## src/rtl/srio_swrite_pack_pkg.sv

```systemverilog
// ---------------------------------------------------------------------------
// srio_swrite_pack_pkg
// Shared HELLO-format SWRITE definitions: ftype/ttype codes, header field
// positions, FSM state encodings and a header builder.
// Revision: 1.0
// ---------------------------------------------------------------------------
`default_nettype none

package srio_swrite_pack_pkg;

  localparam logic [3:0] c_FTYPE_SWRITE = 4'h6;
  localparam logic [3:0] c_TTYPE_SWRITE = 4'h0;

  localparam int c_HDR_TID_MSB   = 63;
  localparam int c_HDR_TID_LSB   = 56;
  localparam int c_HDR_FTYPE_MSB = 55;
  localparam int c_HDR_FTYPE_LSB = 52;
  localparam int c_HDR_TTYPE_MSB = 51;
  localparam int c_HDR_TTYPE_LSB = 48;
  localparam int c_HDR_PRIO_MSB  = 46;
  localparam int c_HDR_PRIO_LSB  = 45;
  localparam int c_HDR_CRF_BIT   = 44;
  localparam int c_HDR_SIZE_MSB  = 43;
  localparam int c_HDR_SIZE_LSB  = 36;
  localparam int c_HDR_ADDR_MSB  = 31;
  localparam int c_HDR_ADDR_LSB  = 0;

  typedef enum logic [2:0] {
    ST_IDLE  = 3'd0,
    ST_FILL  = 3'd1,
    ST_DROP  = 3'd2,
    ST_HDR   = 3'd3,
    ST_DRAIN = 3'd4
  } state_t;

  // Reserved bits (47, 35:32) stay zero.
  function automatic logic [63:0] build_hello_hdr(
    input logic [7:0]  tid,
    input logic [1:0]  prio,
    input logic        crf,
    input logic [7:0]  size,
    input logic [31:0] addr
  );
    logic [63:0] hdr;
    hdr = '0;
    hdr[c_HDR_TID_MSB:c_HDR_TID_LSB]     = tid;
    hdr[c_HDR_FTYPE_MSB:c_HDR_FTYPE_LSB] = c_FTYPE_SWRITE;
    hdr[c_HDR_TTYPE_MSB:c_HDR_TTYPE_LSB] = c_TTYPE_SWRITE;
    hdr[c_HDR_PRIO_MSB:c_HDR_PRIO_LSB]   = prio;
    hdr[c_HDR_CRF_BIT]                   = crf;
    hdr[c_HDR_SIZE_MSB:c_HDR_SIZE_LSB]   = size;
    hdr[c_HDR_ADDR_MSB:c_HDR_ADDR_LSB]   = addr;
    return hdr;
  endfunction

endpackage

`default_nettype wire

```

## src/rtl/srio_swrite_pack_buf.sv

```systemverilog
// ---------------------------------------------------------------------------
// srio_swrite_pack_buf
// Simple dual-port payload buffer with a registered, enable-gated read port.
// Revision: 1.0
// ---------------------------------------------------------------------------
`default_nettype none

module srio_swrite_pack_buf #(
  parameter int DEPTH = 32,
  parameter int WIDTH = 64
) (
  input  logic                     clk,
  input  logic                     we,
  input  logic [$clog2(DEPTH)-1:0] waddr,
  input  logic [WIDTH-1:0]         wdata,
  input  logic                     re,
  input  logic [$clog2(DEPTH)-1:0] raddr,
  output logic [WIDTH-1:0]         rdata
);

  logic [WIDTH-1:0] r_mem [DEPTH];

  // Read data only advances on re, so it doubles as the stalled output holder.
  always_ff @(posedge clk) begin
    if (we) r_mem[waddr] <= wdata;
    if (re) rdata <= r_mem[raddr];
  end

endmodule

`default_nettype wire

```

## src/rtl/srio_swrite_pack.sv

```systemverilog
// ---------------------------------------------------------------------------
// srio_swrite_pack
// Store-and-forward packer of AXI-Stream payload into SRIO SWRITE (HELLO).
// Revision: 1.0
// ---------------------------------------------------------------------------
`default_nettype none

module srio_swrite_pack
  import srio_swrite_pack_pkg::*;
#(
  parameter int         MAX_BEATS = 32,
  parameter logic [1:0] PRIO      = 2'b01,
  parameter logic       CRF       = 1'b0
) (
  input  logic        AXIS_ACLK,
  input  logic        AXIS_ARESET,
  input  logic [63:0] S_AXIS_TDATA,
  input  logic        S_AXIS_TVALID,
  output logic        S_AXIS_TREADY,
  input  logic        S_AXIS_TLAST,
  input  logic [3:0]  S_AXIS_TDEST,
  output logic [63:0] M_AXIS_TDATA,
  output logic        M_AXIS_TVALID,
  input  logic        M_AXIS_TREADY,
  output logic        M_AXIS_TLAST,
  input  logic [31:0] cmd,
  input  logic [31:0] addr_0,
  input  logic [31:0] addr_1
);

  localparam int c_AW = $clog2(MAX_BEATS);
  localparam int c_CW = c_AW + 1;
  localparam logic [c_CW-1:0] c_MAX = c_CW'(MAX_BEATS);

  state_t          r_state;
  logic [c_CW-1:0] r_cnt;
  logic [c_CW-1:0] r_rd_ptr;
  logic            r_cont;
  logic [3:0]      r_dest;
  logic [7:0]      r_tid;
  logic [63:0]     r_hdr;

  logic            w_in_acc;
  logic            w_out_acc;
  logic            w_first;
  logic            w_bad_dest;
  logic [c_CW-1:0] w_cnt_nxt;
  logic [3:0]      w_dest;
  logic [31:0]     w_addr;
  logic [7:0]      w_cnt8;
  logic [7:0]      w_size;
  logic            w_we;
  logic            w_re;
  logic [c_AW-1:0] w_raddr;
  logic [63:0]     w_rd_data;
  logic            w_unused_cmd;

  assign w_unused_cmd = ^cmd[31:2];

  assign S_AXIS_TREADY = (r_state == ST_FILL) || (r_state == ST_DROP);
  assign M_AXIS_TVALID = (r_state == ST_HDR) || (r_state == ST_DRAIN);
  assign M_AXIS_TLAST  = (r_state == ST_DRAIN) && (r_rd_ptr == r_cnt);
  assign M_AXIS_TDATA  = (r_state == ST_DRAIN) ? w_rd_data : r_hdr;

  assign w_in_acc   = S_AXIS_TVALID && S_AXIS_TREADY;
  assign w_out_acc  = M_AXIS_TVALID && M_AXIS_TREADY;
  // r_cont marks "inside an input packet": continuation segments keep r_dest.
  assign w_first    = !r_cont;
  assign w_bad_dest = w_first && (S_AXIS_TDEST > 4'd1);
  assign w_cnt_nxt  = r_cnt + 1'b1;
  assign w_dest     = w_first ? S_AXIS_TDEST : r_dest;
  assign w_addr     = (w_dest == 4'd1) ? addr_1 : addr_0;
  // A full 32-beat segment wraps 256 to 0, then minus one gives 0xFF.
  assign w_cnt8     = 8'(w_cnt_nxt);
  assign w_size     = (w_cnt8 << 3) - 8'd1;

  assign w_we    = (r_state == ST_FILL) && w_in_acc && !w_bad_dest;
  assign w_re    = (r_state == ST_HDR) || ((r_state == ST_DRAIN) && M_AXIS_TREADY);
  assign w_raddr = (r_state == ST_HDR) ? '0 : r_rd_ptr[c_AW-1:0];

  srio_swrite_pack_buf #(
    .DEPTH (MAX_BEATS),
    .WIDTH (64)
  ) u_buf (
    .clk   (AXIS_ACLK),
    .we    (w_we),
    .waddr (r_cnt[c_AW-1:0]),
    .wdata (S_AXIS_TDATA),
    .re    (w_re),
    .raddr (w_raddr),
    .rdata (w_rd_data)
  );

  always_ff @(posedge AXIS_ACLK or posedge AXIS_ARESET) begin
    if (AXIS_ARESET) begin
      r_state  <= ST_IDLE;
      r_cnt    <= '0;
      r_rd_ptr <= '0;
      r_cont   <= 1'b0;
      r_dest   <= 4'd0;
      r_tid    <= 8'd0;
      r_hdr    <= 64'd0;
    end else if (cmd[1]) begin
      r_state  <= ST_IDLE;
      r_cnt    <= '0;
      r_rd_ptr <= '0;
      r_cont   <= 1'b0;
    end else begin
      case (r_state)
        ST_IDLE: begin
          if (cmd[0]) r_state <= ST_FILL;
        end
        ST_FILL: begin
          if (w_in_acc) begin
            if (w_first) r_dest <= S_AXIS_TDEST;
            if (w_bad_dest) begin
              if (!S_AXIS_TLAST) r_state <= ST_DROP;
            end else begin
              r_cnt  <= w_cnt_nxt;
              r_cont <= !S_AXIS_TLAST;
              if (S_AXIS_TLAST || (w_cnt_nxt == c_MAX)) begin
                r_state <= ST_HDR;
                r_hdr   <= build_hello_hdr(r_tid, PRIO, CRF, w_size, w_addr);
              end
            end
          end
        end
        ST_DROP: begin
          if (w_in_acc && S_AXIS_TLAST) r_state <= ST_FILL;
        end
        ST_HDR: begin
          if (w_out_acc) begin
            r_state  <= ST_DRAIN;
            r_tid    <= r_tid + 8'd1;
            r_rd_ptr <= c_CW'(1);
          end
        end
        ST_DRAIN: begin
          if (w_out_acc) begin
            r_rd_ptr <= r_rd_ptr + 1'b1;
            if (r_rd_ptr == r_cnt) begin
              r_state  <= ST_FILL;
              r_cnt    <= '0;
              r_rd_ptr <= '0;
            end
          end
        end
        default: r_state <= ST_IDLE;
      endcase
    end
  end

endmodule

`default_nettype wire

```

## config.mk

```make
export PLATFORM = sky130hd
export DESIGN_NAME = srio_swrite_pack
export DESIGN_NICKNAME = d
export VERILOG_FILES = /design/src/rtl/srio_swrite_pack_pkg.sv /design/src/rtl/srio_swrite_pack_buf.sv /design/src/rtl/srio_swrite_pack.sv
export SDC_FILE = /design/constraint.sdc
export NUM_CORES = 2
export LEC_CHECK = 0
export ABC_AREA = 1
export CORE_UTILIZATION = 25
export CTS_BUF_LIST = sky130_fd_sc_hd__clkbuf_2 sky130_fd_sc_hd__clkbuf_4 sky130_fd_sc_hd__clkbuf_8
export DETAILED_ROUTE_END_ITERATION = 7
export HOLD_SLACK_MARGIN = 0.03
export SLEW_MARGIN = 20
export SYNTH_ARGS = -nofsm -noshare
export SYNTH_HDL_FRONTEND = slang
export SYNTH_HIERARCHICAL = 1
export SYNTH_SLANG_ARGS = --single-unit
```

## constraint.sdc

```tcl
create_clock -name AXIS_ACLK -period 16.63 [get_ports AXIS_ACLK]
set_input_delay 1.663 -clock AXIS_ACLK [delete_from_list [all_inputs] [get_ports AXIS_ACLK]]
set_output_delay 1.663 -clock AXIS_ACLK [all_outputs]
set_load 0.02 [all_outputs]
```

* After elaboration in Yosys (flattened, before gate mapping) *
Memories as Yosys holds them, arrays and structs flattened. A register that Yosys moved wholly into a read port is not among the register bits.
Index checks and enable logic that the tools add are counted.
Widths: inputs -> output; s select.

operators by class
  add/subtract/negate cells = 4
  $mul = 0
  div/mod/pow operators = 0
  magnitude comparators = 1
  equal/unequal tests = 17
  shift-type cells = 0
  muxes and demuxes = 32
  bitwise gates (word level) = 2
  reductions and logical operators = 27

operator list
  operator             number
  $mux 64              1
  $mux 6               9
  $mux 32              1
  $mux 3               10
  $pmux 6 s2           2
  $ne 3x3->1 const B   5
  $pmux 3 s5           1
  $add 6x1->6 const B  2
  $reduce_and 3->1     4
  $reduce_and 5->1     2
  $add 8x1->8 const B  1
  $logic_and 1x1->1    8
  $reduce_and 8->1     1
  $sub 8x1->8 const B  1
  $eq 3x2->1 const B   2
  $eq 6x6->1           1
  $eq 6x6->1 const B   1
  $mux 1               6
  $ne 3x2->1 const B   2
  $reduce_bool 3->1    2
  $mux 5               1
  $eq 4x1->1 const B   1
  $gt 4x1->1 const B   1
  $logic_or 1x1->1     4
  10 further kinds     14

storage, ports and cells
  bits in registers = 79
  bits in latches = 0
  bits in writable memories = 2048
  ROM bits = 0
  bits of input ports = 169
  output and inout port bits = 67
  logic and storage cells = 91
  memories = 1

memories
  memory       words  bits a word  rd ports  clocked after memory_dff  wr ports  RTL line                    source
  u_buf.r_mem  32     64           1         1                         1         srio_swrite_pack_buf.sv:21  logic [WIDTH-1:0] r_mem [DEPTH];

* Longest topological paths before layout *
  word-level depth = 8
  depth in mapped cells = 16
  gate-level depth less buffers = 13

* Cells and area by module *
The synthesis kept the hierarchy.

modules (own cells, without submodules)
  module                times used  cells an instance  area an instance (um2)  seq. area each (um2)
  srio_swrite_pack_buf  1           6768               83615.2                 63420.8
  srio_swrite_pack      1           729                4659.5                  1851.8

* Worst setup path before layout *
Ideal clock, no wire load.

  path type = input-to-reg
  from = input port M_AXIS_TREADY
  to = register u_buf.rdata[0], read port of u_buf.r_mem (enable)
  setup time = 0.575 ns
  data arrival time = 6.221 ns
  data required time = 16.055 ns
  setup slack = 9.834 ns
  cell stages on the path = 2
  path buffers = 0
  cells stage by stage = inv_1 o21ai_0

between the ends
  longest elaborated chain between the ends = 2

ends and longest elaborated chain
  item               RTL line                    source
  start, declared    srio_swrite_pack.sv:24      input logic M_AXIS_TREADY,
  $logic_and 1x1->1  srio_swrite_pack.sv:78      assign w_re = (r_state == ST_HDR) || ((r_state == ST_DRAIN) && M_AXIS_TREADY);
  $logic_or 1x1->1   srio_swrite_pack.sv:78
  net w_re           srio_swrite_pack.sv:53      logic w_re;
  end, declared      srio_swrite_pack_buf.sv:18  output logic [WIDTH-1:0] rdata

The timed path passes the listed nets, and every way through them passes these cells.
A chain may end at the register's enable or synchronous reset.

* Worst setup path in the final report *
  from = register r_state[1]
  to = output port M_AXIS_TDATA[38]

between the ends
  longest elaborated chain between the ends = 2

ends and longest elaborated chain
  item                    RTL line                 source
  start, declared         srio_swrite_pack.sv:35   state_t r_state;
  start signal, assigned  srio_swrite_pack.sv:96   r_state <= ST_IDLE;
  start signal, assigned  srio_swrite_pack.sv:104  r_state <= ST_IDLE;
  start signal, assigned  srio_swrite_pack.sv:111  if (cmd[0]) r_state <= ST_FILL;
  $eq 3x3->1              srio_swrite_pack.sv:63   assign M_AXIS_TDATA = (r_state == ST_DRAIN) ? w_rd_data : r_hdr;
  $mux 64                 srio_swrite_pack.sv:63
  end, declared           srio_swrite_pack.sv:22   output logic [63:0] M_AXIS_TDATA,

No other way between the ends.

==> key figures <==
Yosys
  – Largest cells by area after synthesis: edfxtp_1 72%, nand2_1 12%, nand3_1 10%
  – Synth Area in Simple Gates: 0.2287
  – Synth Area in XOR/XNOR: 0.001474
  – YS warnings: 6
  – Largest family of logic cells by synthesized area: simple AND/OR/NAND/NOR gates
  – Library cells used by synthesis: 35
  – FF+latch count, synth: 2,186
  – Gate Count Post-Synth: 7,497
  – Mapped Area: 88,270 µm²
  – Mux cell area share after synthesis: 0.0003543
  – Share of the synthesized area in the top cell type: 0.7184
  – Largest area contributor in the netlist: edfxtp_1
  – Synth Area in Adders: 0.0004252
  – Syn Nets: 7,669
  – Avg Cell Area, Syn: 11.77 µm²
  – Sequential area share after synthesis: 0.7394
  – Synth Area in Compound Gates: 0.001403

Pwr
  – PD cells: 115.2 nW/µm²
  – Tot Pwr: 11.76 mW
  – Leak Pwr: 35.84 nW
  – Peak supply drop: 0.00008962 V

Worst setup path
  – CP arrival: 4390 ps
  – Setup crit end kind: output port
  – Critical Path RT: 14,970 ps
  – Startpoint types: flip-flop
  – Kind of critical path: reg2out
  – Critical-path maximum fanout: 26

Drt
  – Detailed Route WL: 264.2 mm
  – WL per Instance: 20.95 µm
  – DR iter-0 viols: 5,797
  – Drt pass-1 iters: 6
  – Vias per inst: 4.651
  – Drc violations: 0
  – Via Count: 58,640
  – Antenna viol nets, final: 0

STA
  – Worst Tran Pin Value: 1252 ps
  – Setup slack after layout: 10,580 ps
  – Final min period: 6048 ps
  – RSZ-0062 raised after global routing: no
  – Period utilization: 0.3637
  – Relative slew margins: 0.1653
  – Fin. max-slew vios: 0
  – Clk_skew: 90.27 ps
  – Final Hold Fails: 0
  – Final setup vio count: 0
  – Post-Route Setup TNS: 0 ps
  – Max Freq: 165.3 MHz

Clocking
  – TritonCTS buffer count: 372
  – CTS clk-pin slew, worst paths: 60 ps
  – Max Root-Sink Buffers: 4
  – Post-CTS Resized: 0
  – Root Driver: clkbuf_8
  – Postcts setup bufs: 0
  – CTS Hold Bufs: 0
  – Clock Latency Late Sink: 1080 ps
  – CTS tree: built
  – H-tree lvl count: 5
  – Total clock sinks: 2,186

GRT
  – Largest net degree at the start of global routing: 211
  – First-pass GRT wire length: 379.0 mm
  – Vias in the first global route: 54,540
  – All-Layer GR Usage: 0.1432
  – Initial antenna violation count: 53
  – Grt total ovfl: 0

Finish
  – Fill count: 35,500
  – Design area: 102,000 µm²
  – Layout area overhead: 15.57%
  – Util after Layout: 0.2913
  – Nets: 7,896
  – Share of layout cells above drive strength 1: 0.09516

Die
  – Core box area: 350,200 µm²
  – Row cnt: 217
  – Die width: 596.2 µm
  – Die Y: 596.2 µm
  – Io pins: 236
  – Die area: 355,500 µm²
  – Starting Density: 0.2520

Placement
  – IO buf count: 205
  – Pre-CTS worst setup slack: 10,220 ps
  – Post-DP HPWL: 133.9 mm
  – Placer congestion estimate: 0.7613
  – Dpl cell area: 95,140 µm²

Job
  – Max-Cap Viols: 0

Hold path
  – Hold crit path type: reg2reg

Run status
  – Outcome: completed
-- path summary, 6_finish.rpt --
check | start | end | slack [ps] | depth (start not counted)
max | r_state[1] | M_AXIS_TDATA[38] | 10580 | 7
min | r_tid[6] | r_tid[6] | 470 | 1
max reg2reg | r_state[2] | u_buf/rdata[56] | 11220 | 16
min reg2reg | r_tid[6] | r_tid[6] | 470 | 1
max in group asynchronous | AXIS_ARESET | r_hdr[43] | 14540 | 3
min in group asynchronous | AXIS_ARESET | r_hdr[2] | 970 | 2
-- Yosys cell counts, drive strengths merged --
master / instances
or2: 2
o22ai: 2
edfxtp: 2112
mux2i: 2
clkbuf: 95
buf: 375
nor3: 4
ha: 3
mux2: 1
xor2: 10
dfrtp: 74
a21oi: 4
nand4: 3
inv: 58
nand3b: 1
a31oi: 1
nor2: 81
nand2: 2800
o21ai: 17
clkinv: 1
nand3: 1847
xnor2: 4
-- flip-flops by register name, indices dropped and copies added (netlist names) --
name         cells
u_buf/r_mem   2048
u_buf/rdata     64
r_hdr           46
r_tid            8
r_cnt            6
r_rd_ptr         6
r_dest           4
r_state          3
r_cont           1
-- layer usage --
layer,track usage,vias to the layer above,wire length (µm)
li1,-,26770,-
met1,0.1909,28890,110200
met2,0.2332,2432,125300
met3,0.02250,532,18940
met4,0.05574,10,9605
met5,0,-,67
-- worst max-delay path, cell delays in order, from the launching register on --
cell,delay [ps]
dfrtp_1,450
nor2_1,140
nand2_4,270
buf_4,370
buf_4,570
nand2_1,530
nand2_1,250
clkdlybuf4s50_1,770
-- power by group --
part | internal [mW] | switching, mW
Combinational | 0.293 | 0.683
Clock | 2.48 | 2.13
Sequential | 6.12 | 0.0455
Total | 8.90 | 2.86
-- area by class of cell --
cell class / count / area (µm²) / area share
sequential: 2186 / 65270 / 0.6398
multi-input combinational: 4782 / 20820 / 0.2041
clock buffer: 505 / 6162 / 0.06040
tap: 4599 / 5754 / 0.05641
timing repair buffer: 323 / 2913 / 0.02855
clock inverter: 142 / 798.3 / 0.007825
inverter: 59 / 266.5 / 0.002612
antenna: 12 / 30.03 / 0.0002944
-- cells in the final DEF (no fill, tap or decap), types with 2 or more instances in the layout --
| cell type | Yosys | layout |
|---|---|---|
| nand2_1 | 2795 | 2794 |
| edfxtp_1 | 2112 | 2112 |
| nand3_1 | 1845 | 1845 |
| clkbuf_8 | 0 | 379 |
| clkdlybuf4s50_1 | 0 | 181 |
| clkbuf_4 | 0 | 126 |
| buf_4 | 23 | 111 |
| clkinv_1 | 1 | 95 |
| dfrtp_1 | 74 | 74 |
| inv_1 | 50 | 47 |
| nor2_4 | 2 | 41 |
| nor2_1 | 78 | 39 |
| clkinv_2 | 0 | 28 |
| buf_2 | 293 | 24 |
| o21ai_0 | 17 | 16 |
| diode_2 | 0 | 12 |
| xor2_1 | 9 | 9 |
| clkinvlp_4 | 0 | 7 |
| bufinv_16 | 0 | 6 |
| buf_12 | 0 | 6 |
| inv_2 | 7 | 5 |
| inv_8 | 0 | 5 |
| xnor2_1 | 4 | 4 |
| a21oi_1 | 4 | 4 |
| nand2_2 | 3 | 3 |
| nand2_4 | 2 | 3 |
| nand4_1 | 3 | 3 |
| nor3_1 | 3 | 3 |
| ha_1 | 3 | 3 |
| inv_6 | 0 | 3 |
| mux2i_1 | 2 | 2 |
| o22ai_1 | 2 | 2 |
| nand3_2 | 2 | 2 |
| inv_4 | 1 | 2 |
-- kinds of logic after synthesis --
logic type	count (synthesis)
adders and majority gates	3
muxes	3
and+or+nand+nor	4738
xor gates and xnor gates	14
buffers and inverters	529
DFF	2186
AOI/OAI and AO/OA	24
-- through the flow --
stage / std cells / hold slack, ps
after global routing: 12600 / 490.2
after global placement: 11950 / 449.8
after CTS: 12600 / 469.1
after detailed placement: 11950 / 456.8
after floorplan: 7497 / 433.9
final: 12610 / 465.8
No activity file was read; power rests on OpenSTA's default activity.
